File: config.mk
export PLATFORM = sky130hd
export DESIGN_NAME = serial_adder
export DESIGN_NICKNAME = d
export VERILOG_FILES = /design/src/rtl/serial_adder.sv
export SDC_FILE = /design/constraint.sdc
export NUM_CORES = 1
export LEC_CHECK = 0
export ABC_AREA = 1
export CORE_ASPECT_RATIO = 0.7
export CORE_UTILIZATION = 35
export DETAILED_ROUTE_END_ITERATION = 10
export PLACE_DENSITY_LB_ADDON = 0.1
export SYNTH_ARGS = -nofsm -noshare
export SYNTH_HDL_FRONTEND = slang
export SYNTH_SLANG_ARGS = --single-unit
File: constraint.sdc
create_clock -name clk -period 1.2 [get_ports clk]
set_input_delay 0.24 -clock clk [delete_from_list [all_inputs] [get_ports clk]]
set_output_delay 0.24 -clock clk [all_outputs]
set_load 0.01 [all_outputs]
File: src/rtl/serial_adder.sv
// Bit-serial unsigned adder: operands shift LSB-first through a one-bit
// sum/carry cell, and the parallel sum plus carry-out appear with a done pulse.

module serial_add_cell (
  input  logic a,
  input  logic b,
  input  logic ci,
  output logic s,
  output logic co
);
  assign s  = a ^ b ^ ci;
  assign co = (a & b) | (ci & (a ^ b));
endmodule

module serial_adder #(
  parameter int WIDTH = 8
) (
  input  logic             clk,
  input  logic             rst,
  input  logic             start,
  input  logic [WIDTH-1:0] A,
  input  logic [WIDTH-1:0] B,
  output logic             busy,
  output logic             done,
  output logic [WIDTH-1:0] S,
  output logic             C
);
  localparam int CW = (WIDTH > 2) ? $clog2(WIDTH) : 1;
  localparam logic [CW-1:0] LAST = CW'(WIDTH - 1);

  typedef enum logic [1:0] {IDLE, ADD, DONE} state_t;

  state_t           state;
  logic [WIDTH-1:0] a_sr, b_sr, sum_sr;
  logic             carry;
  logic [CW-1:0]    count;
  logic             sum_bit, carry_nxt;

  serial_add_cell u_cell (
    .a  (a_sr[0]),
    .b  (b_sr[0]),
    .ci (carry),
    .s  (sum_bit),
    .co (carry_nxt)
  );

  always_ff @(posedge clk) begin
    if (rst) begin
      state  <= IDLE;
      busy   <= 1'b0;
      done   <= 1'b0;
      S      <= '0;
      C      <= 1'b0;
      a_sr   <= '0;
      b_sr   <= '0;
      sum_sr <= '0;
      carry  <= 1'b0;
      count  <= '0;
    end else begin
      case (state)
        IDLE, DONE: begin
          done <= 1'b0;
          if (start) begin
            a_sr  <= A;
            b_sr  <= B;
            carry <= 1'b0;
            count <= '0;
            state <= ADD;
            busy  <= 1'b1;
          end else begin
            state <= IDLE;
            busy  <= 1'b0;
          end
        end
        ADD: begin
          carry  <= carry_nxt;
          a_sr   <= a_sr >> 1;
          b_sr   <= b_sr >> 1;
          sum_sr <= {sum_bit, sum_sr[WIDTH-1:1]};
          count  <= count + 1'b1;
          // The last bit is folded straight into S so no partial sum is ever visible.
          if (count == LAST) begin
            S     <= {sum_bit, sum_sr[WIDTH-1:1]};
            C     <= carry_nxt;
            state <= DONE;
            busy  <= 1'b0;
            done  <= 1'b1;
          end
        end
        default: begin
          state <= IDLE;
          busy  <= 1'b0;
          done  <= 1'b0;
        end
      endcase
    end
  end
endmodule

==> results by group, run 1 <==
Run status
  • Status: completed

STA
  • Period utilization: 0.999
  • Min Hold Slack: around 0.47 ns
  • Achievable Freq: roughly 830 MHz
  • Hold Violations, Final: 0
  • RSZ-0062 raised after global routing: yes
  • Crit path time final: 1.20 ns
  • Worst-Margin Slew: between 0.15 and 0.2 ns
  • PnR worst setup slack: between 0.001 and 0.0015 ns
  • Max Slew Vio Count: 0
  • Post-Route Skew: 0.00547 ns
  • Final setup fails: 0
  • Relative slew slack: 0.875

Synthesis
  • Mean Syn Cell Area: ~7.4 µm²
  • Ys async rst share: 0
  • XOR/XNOR share of the synthesized area: 0
  • Post-Syn Instances: approximately 250
  • Synth cell types: 26
  • Synth Area in Simple Gates: 0.343
  • Post-Syn Nets: 275
  • Sequential-to-total area share from yosys stat: 0.427
  • Post-synthesis mux area share: 0
  • Post-synthesis compound-gate area fraction: 0.0640
  • Synthesis warning total: 0
  • Top_reg_cell synth: dfxtp_1
  • Synth Cell Area: roughly 0.0019 mm²
  • Post-synth EDFFs: 0
  • Synth Register Bits: 40
  • Synth Area in Adders: 0.0240
  • Main combinational cell family by area after synthesis: simple AND/OR/NAND/NOR gates

Critical path
  • CP Data Arrival Time: between 1 and 1.5 ns
  • Worst Path Required: around 1.4 ns
  • CP max-delay cell: fa_1
  • Maximum fanout along the worst path: 2
  • Cell chain of the critical path: fa_1, nand3_1, a21oi_1
  • CP Launch Type: flop
  • CP Capture Type: flop
  • Max incr delay on CP: approximately 0.58 ns
  • Setup CP Type: flop to flop

Pwr
  • Clock share of power: 0.326
  • Comb pwr share: 0.182
  • Power Internal: 2130 µW
  • Seq pwr share: 0.492
  • NetSw: a little over 800 µW
  • Pwr/cell area: 1220 mW/mm²
  • Sw Share: 0.280
  • Maximum vdd drop: roughly 0.57 mV
  • Leakage power total: about 0.0011 µW

Floorplanning
  • Row count: 21
  • Die Wd: about 90 µm
  • I/O pins: 30
  • Core ar.: around 0.0050 mm²
  • Die area: ~0.0057 mm²
  • Die height: 63.3 µm
  • Initial Util: 0.378

CTS
  • Clk buf depth: 2
  • Worst-Skew Late Latency: roughly 0.3 ns
  • Clock sink count: 40
  • CTS H-tree lvls: 2
  • CTS buffer count: 5
  • Clock-pin slew on the worst setup and hold paths: about 0.080 ns
  • CTS tree: built
  • Root buf cell: clkbuf_8

Drt
  • Via density: roughly 4.5
  • Initial DRC Count: 53
  • Residual DRC: 0
  • Post-route ant nets: 0
  • Drt wl/cell: approximately 11 µm
  • Final wirelength: about 4000 µm
  • Vias post-DR: 1618
  • 1st-pass router iterations: 4

Global route
  • Antenna violations before repair: 0
  • First-pass GRT wire length: ~7000 µm
  • Total track usage: 0.162
  • Vias in the first global route: ~1400
  • Largest net degree at the start of global routing: 21
  • GRT overflow: 0

Place
  • Hpwl dp: between 2000 and 3000 µm
  • Placer Congestion: a little over 0.7
  • Pre-CTS setup slack: -0.198 ns
  • Port bufs: 29

Finish
  • Layout cells sized above 1: 0.157
  • Nets: approximately 310
  • P&R area growth vs syn: 28.8%
  • Ant. Diodes: 0
  • Fillers: 500

Run
  • MaxCap Viol Count: 0

Worst hold path
  • Hold WC Path Type: flop to flop
-- state kept, by name, indices dropped and copies added, names as in the netlist --
name	cells
S	8
carry	1
busy	1
count	3
sum_sr	7
done	1
state	2
b_sr	8
C	1
a_sr	8
-- power groups by stage --
stage	clock network, µW	logic (µW)	registers [µW]
after floorplan	0	367	1470
after global placement	0	530	1480
after detailed placement	0	530	1480
after CTS	980	533	1460
after global routing	1050	609	1470
final	964	538	1460
-- cell families after synthesis --
kind of cell,after synthesis
buffers and inverters,49
flip-flops,40
adder cells (fa/ha/maj),3
AO/OA/AOI/OAI,22
AND/OR/NAND/NOR,139
-- layout make-up --
class                   instances  area, µm²  area share
clock buffers                   6       82.6      0.0342
clock inverters                 2       10.0     0.00414
inverters                      33        126      0.0523
multi-input cells             164        837       0.346
flip-flops and latches         40        807       0.334
well taps                      69       86.3      0.0357
repair buffers                 48        468       0.194
-- layer usage --
metal / share of wire / vias to the layer above / GRT usage
met5: 0 / - / 0
met1: 0.55 / 702 / 0.252
met4: 0.021 / 0 / 0.0774
li1: - / 875 / -
met2: 0.38 / 33 / 0.196
met3: 0.052 / 8 / 0.0459
-- cells in the final DEF, fill, tap and decap left out, types with 6 or more instances in the layout --
| master | instances |
|---|---|
| a21oi_1 | 8 |
| buf_4 | 14 |
| clkbuf_8 | 6 |
| clkdlybuf4s50_1 | 18 |
| clkinv_1 | 9 |
| dfxtp_1 | 35 |
| dlygate4sd2_1 | 8 |
| inv_1 | 21 |
| nand2_1 | 47 |
| nand3_1 | 39 |
| nor2_1 | 30 |
| nor3_1 | 14 |
| o21ai_0 | 8 |
-- path summary, 6_finish.rpt --
path           start    to  slack, ns  depth (start not counted)
max          a_sr[0]  S[7]      0.001                          3
min                C     C       0.47                          2
max reg2reg  a_sr[0]  S[7]      0.001                          3
min reg2reg        C     C       0.47                          2
-- metrics by stage --
stage / TNS, ns / utilization / cells / cell area (µm²) / power (µW)
2_1_floorplan: 0 / - / 253 / 1880 / 1840
3_3_place_gp: -3.04 / 0.462 / 354 / 2290 / 2020
3_5_place_dp: -3.42 / 0.462 / 354 / 2290 / 2010
4_1_cts: -0.00948 / 0.480 / 362 / 2390 / 2970
5_1_grt: -0.184 / 0.487 / 362 / 2420 / 3130
6_report: 0 / 0.487 / 362 / 2420 / 2960
-- worst max-delay path: cells and delay by family, from the launching register on --
| kind | cells | cell delay [ns] |
|---|---|---|
| flip-flops | 1 | 0.34 |
| adder cells (fa/ha/maj) | 1 | 0.58 |
| AO/OA/AOI/OAI | 1 | 0.12 |
| AND/OR/NAND/NOR | 1 | 0.09 |
-- repair_timing --
item	CTS	global route
gates cloned	0	0
pin swaps	3	0
hold buffers	0	0
resized for setup	15	11
setup buffers	0	0
setup endpoints to repair	30	28
-- synthesized netlist by cell type, types with 3 or more instances --
master,count,share of area
nand2_1,47,0.094
dfxtp_1,40,0.43
nand3_1,39,0.10
nor2_1,30,0.060
inv_1,21,0.042
nor3_1,15,0.040
buf_6,9,0.054
clkinv_1,9,0.018
a21oi_1,8,0.021
o21ai_0,8,0.021
o21ai_1,3,0.0080
No activity file was read; power rests on OpenSTA's default activity.
==> run 2, diff against run 1 <==
--- a/config.mk
+++ b/config.mk
@@ -8,6 +8,7 @@
 export ABC_AREA = 1
 export CORE_ASPECT_RATIO = 0.7
 export CORE_UTILIZATION = 35
+export CTS_BUF_LIST = sky130_fd_sc_hd__clkbuf_4
 export DETAILED_ROUTE_END_ITERATION = 10
 export PLACE_DENSITY_LB_ADDON = 0.1
 export SYNTH_ARGS = -nofsm -noshare
==> results by group, run 2 (same netlist as run 1, synthesis figures left out) <==
Finish
  • Most frequent cells in the layout: nand2_1, nand3_1, dfxtp_1
  • Nets: 314 (unchanged)
  • Layout cells sized above 1: 0.208 (+0.0512)
  • P&R area growth vs syn: 25.2%
  • Largest registers: S (8), a_sr (8), b_sr (8)
  • Ant. Diodes: 0 (unchanged)
  • Area occupied by multi-input gates: 837 µm² (unchanged)
  • Fillers: 495 (-1.0%)
  • Most common cell after layout, fill and taps aside: nand2_1
  • Storage element area: 813 µm² (+0.78%)

Global route
  • GRT overflow: 0 (unchanged)
  • Met1 Use GR: 0.251 (-0.000808)
  • Antenna violations before repair: 0 (unchanged)
  • Global Route met2 Usage: 0.192 (-0.00382)
  • Vias in the first global route: 1427 (-0.70%)
  • GRT busiest layer: met1
  • Met3 Use GR: 0.0419 (-0.00393)
  • First-pass GRT wire length: 6880 µm (-0.99%)
  • Total track usage: 0.159 (-0.00301)
  • Largest net degree at the start of global routing: 21 (unchanged)

STA
  • Post-Route Skew: 0.0130 ns (+0.00752 ns)
  • Final setup fails: 1 (+1)
  • Max Slew Vio Count: 0 (unchanged)
  • PnR worst setup slack: -0.00217 ns (-0.00354 ns)
  • Achievable Freq: 832 MHz (-0.29%)
  • Period utilization: 1.00 (+0.00295)
  • Min Hold Slack: 0.426 ns (-0.0407 ns)
  • Relative slew slack: 0.875 (about the same)
  • RSZ-0062 raised after global routing: yes
  • Crit path time final: 1.20 ns (+0.00354 ns)
  • Worst-Margin Slew: 0.186 ns (-0.00115 ns)
  • Hold Violations, Final: 0 (unchanged)

Critical path
  • Maximum fanout along the worst path: 2 (unchanged)
  • Max incr delay on CP: 0.58 ns (about the same)
  • Worst Path Required: 1.50 ns (+0.06 ns)
  • Buffer and inverter count on the worst path: 0 (unchanged)
  • Cell chain of the critical path: fa_1, nand3_1, a21oi_1
  • CP Capture Type: flop
  • Worst R2R Start: a_sr[0]
  • Worst Setup SP: a_sr[0]
  • Setup CP Type: flop to flop
  • CP max-delay cell: fa_1
  • CP Data Arrival Time: 1.51 ns (+0.07 ns)
  • Kind of cell adding the most delay to the critical path: adder cells
  • CP Launch Type: flop

Pwr
  • NetSw: 807 µW (-2.6%)
  • Seq pwr share: 0.541 (+0.049)
  • Power Internal: 1890 µW (-11%)
  • Maximum vdd drop: 0.512 mV (-9.7%)
  • Pwr/cell area: 1150 mW/mm² (-6.4%)
  • Clock share of power: 0.259 (-0.067)
  • Comb pwr share: 0.199 (+0.017)
  • Sw Share: 0.300 (+0.0197)
  • Total Power: 2690 µW (-9.0%)
  • Leakage power total: 0.00104 µW (-3.6%)

CTS
  • Root buf cell: clkbuf_4
  • CTS Hold Buffers Added: 0 (unchanged)
  • Post-CTS Repair Setup Buffers: 0 (unchanged)
  • CTS tree: built
  • Clk buf depth: 2 (unchanged)
  • Clock-pin slew on the worst setup and hold paths: 0.12 ns (+0.04 ns)
  • CTS buffer count: 5 (unchanged)
  • Clock sink count: 40 (unchanged)
  • Worst-Skew Late Latency: 0.37 ns (+0.07 ns)
  • CTS H-tree lvls: 2 (unchanged)

Floorplanning
  • I/O pins: 30 (unchanged)
  • Core ar.: 0.00497 mm² (unchanged)
  • Die height: 63.3 µm (unchanged)
  • Row count: 21 (unchanged)
  • Die area: 0.00566 mm² (unchanged)
  • Die Wd: 89.5 µm (unchanged)
  • Initial Util: 0.378 (unchanged)

Place
  • Hpwl dp: 2780 µm (unchanged)
  • Port bufs: 29 (unchanged)
  • Placer Congestion: 0.726 (unchanged)

Drt
  • Residual DRC: 0 (unchanged)
  • Via density: 4.46 (-0.31%)
  • 1st-pass router iterations: 4 (unchanged)
  • Final wirelength: 4020 µm (-0.27%)
  • Drt wl/cell: 11.1 µm (-0.27%)
  • Vias post-DR: 1613 (-0.31%)
  • Post-route ant nets: 0 (unchanged)
  • Initial DRC Count: 38 (-28%)

Worst hold path
  • Hold_sp: A[7]
  • Hold WC Path Type: primary input to flop

Run status
  • Failing checks: setup timing
  • Status: complete, but fails checks

Run
  • MaxCap Viol Count: 0 (unchanged)
-- run 2: layer usage --
metal  routed length, µm  share of wire
met3                 163          0.041
met1                2290           0.57
met2                1490           0.37
met5                   0              0
met4                  76          0.019
-- run 2: worst min-delay path: cells and delay by family --
kind | cells | cell delay [ns]
buffers and inverters | 1 | 0.39
AO/OA/AOI/OAI | 1 | 0.05
AND/OR/NAND/NOR | 1 | 0.08
-- run 2: final cells by class --
cell class | instances | share of cell area
clock buffers | 5 | 0.0160
clock inverters | 3 | 0.00586
inverters | 33 | 0.0538
multi-input cells | 164 | 0.356
flip-flops and latches | 40 | 0.346
well taps | 69 | 0.0367
repair buffers | 48 | 0.185
-- run 2: path summary, 6_finish.rpt --
kind | slack, ns | depth (start not counted) | end
max | -0.002 | 3 | S[7]
min | 0.43 | 3 | a_sr[7]
max reg2reg | -0.002 | 3 | S[7]
min reg2reg | 0.47 | 2 | S[0]
-- run 2: power by group through the flow --
stage	clock [µW]	sequential, µW	combinational (µW)
2_1_floorplan	0	1470	367
3_3_place_gp	0	1480	530
3_5_place_dp	0	1480	530
4_1_cts	702	1460	533
5_1_grt	771	1470	609
6_report	699	1460	537
-- run 2: stage by stage --
stage / cells / area, µm² / TNS, ns / worst slack (ns) / util
after CTS: 362 / 2360 / -0.0203 / -0.0203 / 0.476
final: 362 / 2350 / -0.00217 / -0.00217 / 0.473
after global placement: 354 / 2290 / -3.04 / -0.187 / 0.462
after floorplan: 253 / 1880 / 0 / 0.0173 / -
after detailed placement: 354 / 2290 / -3.42 / -0.198 / 0.462
after global routing: 362 / 2350 / -0.483 / -0.0880 / 0.473
-- run 2: what timing repair did --
item                       in CTS  in global routing
setup endpoints to repair      31                 38
gates resized for setup        31                 22
hold endpoints to repair        0                  0
pin swaps                       3                  0
==> run 3, diff against run 2 <==
--- a/config.mk
+++ b/config.mk
@@ -14,3 +14,4 @@
 export SYNTH_ARGS = -nofsm -noshare
 export SYNTH_HDL_FRONTEND = slang
 export SYNTH_SLANG_ARGS = --single-unit
+export TNS_END_PERCENT = 20
==> results of run 3 <==
Final layout, timing and power as in run 2 (identical DEF).
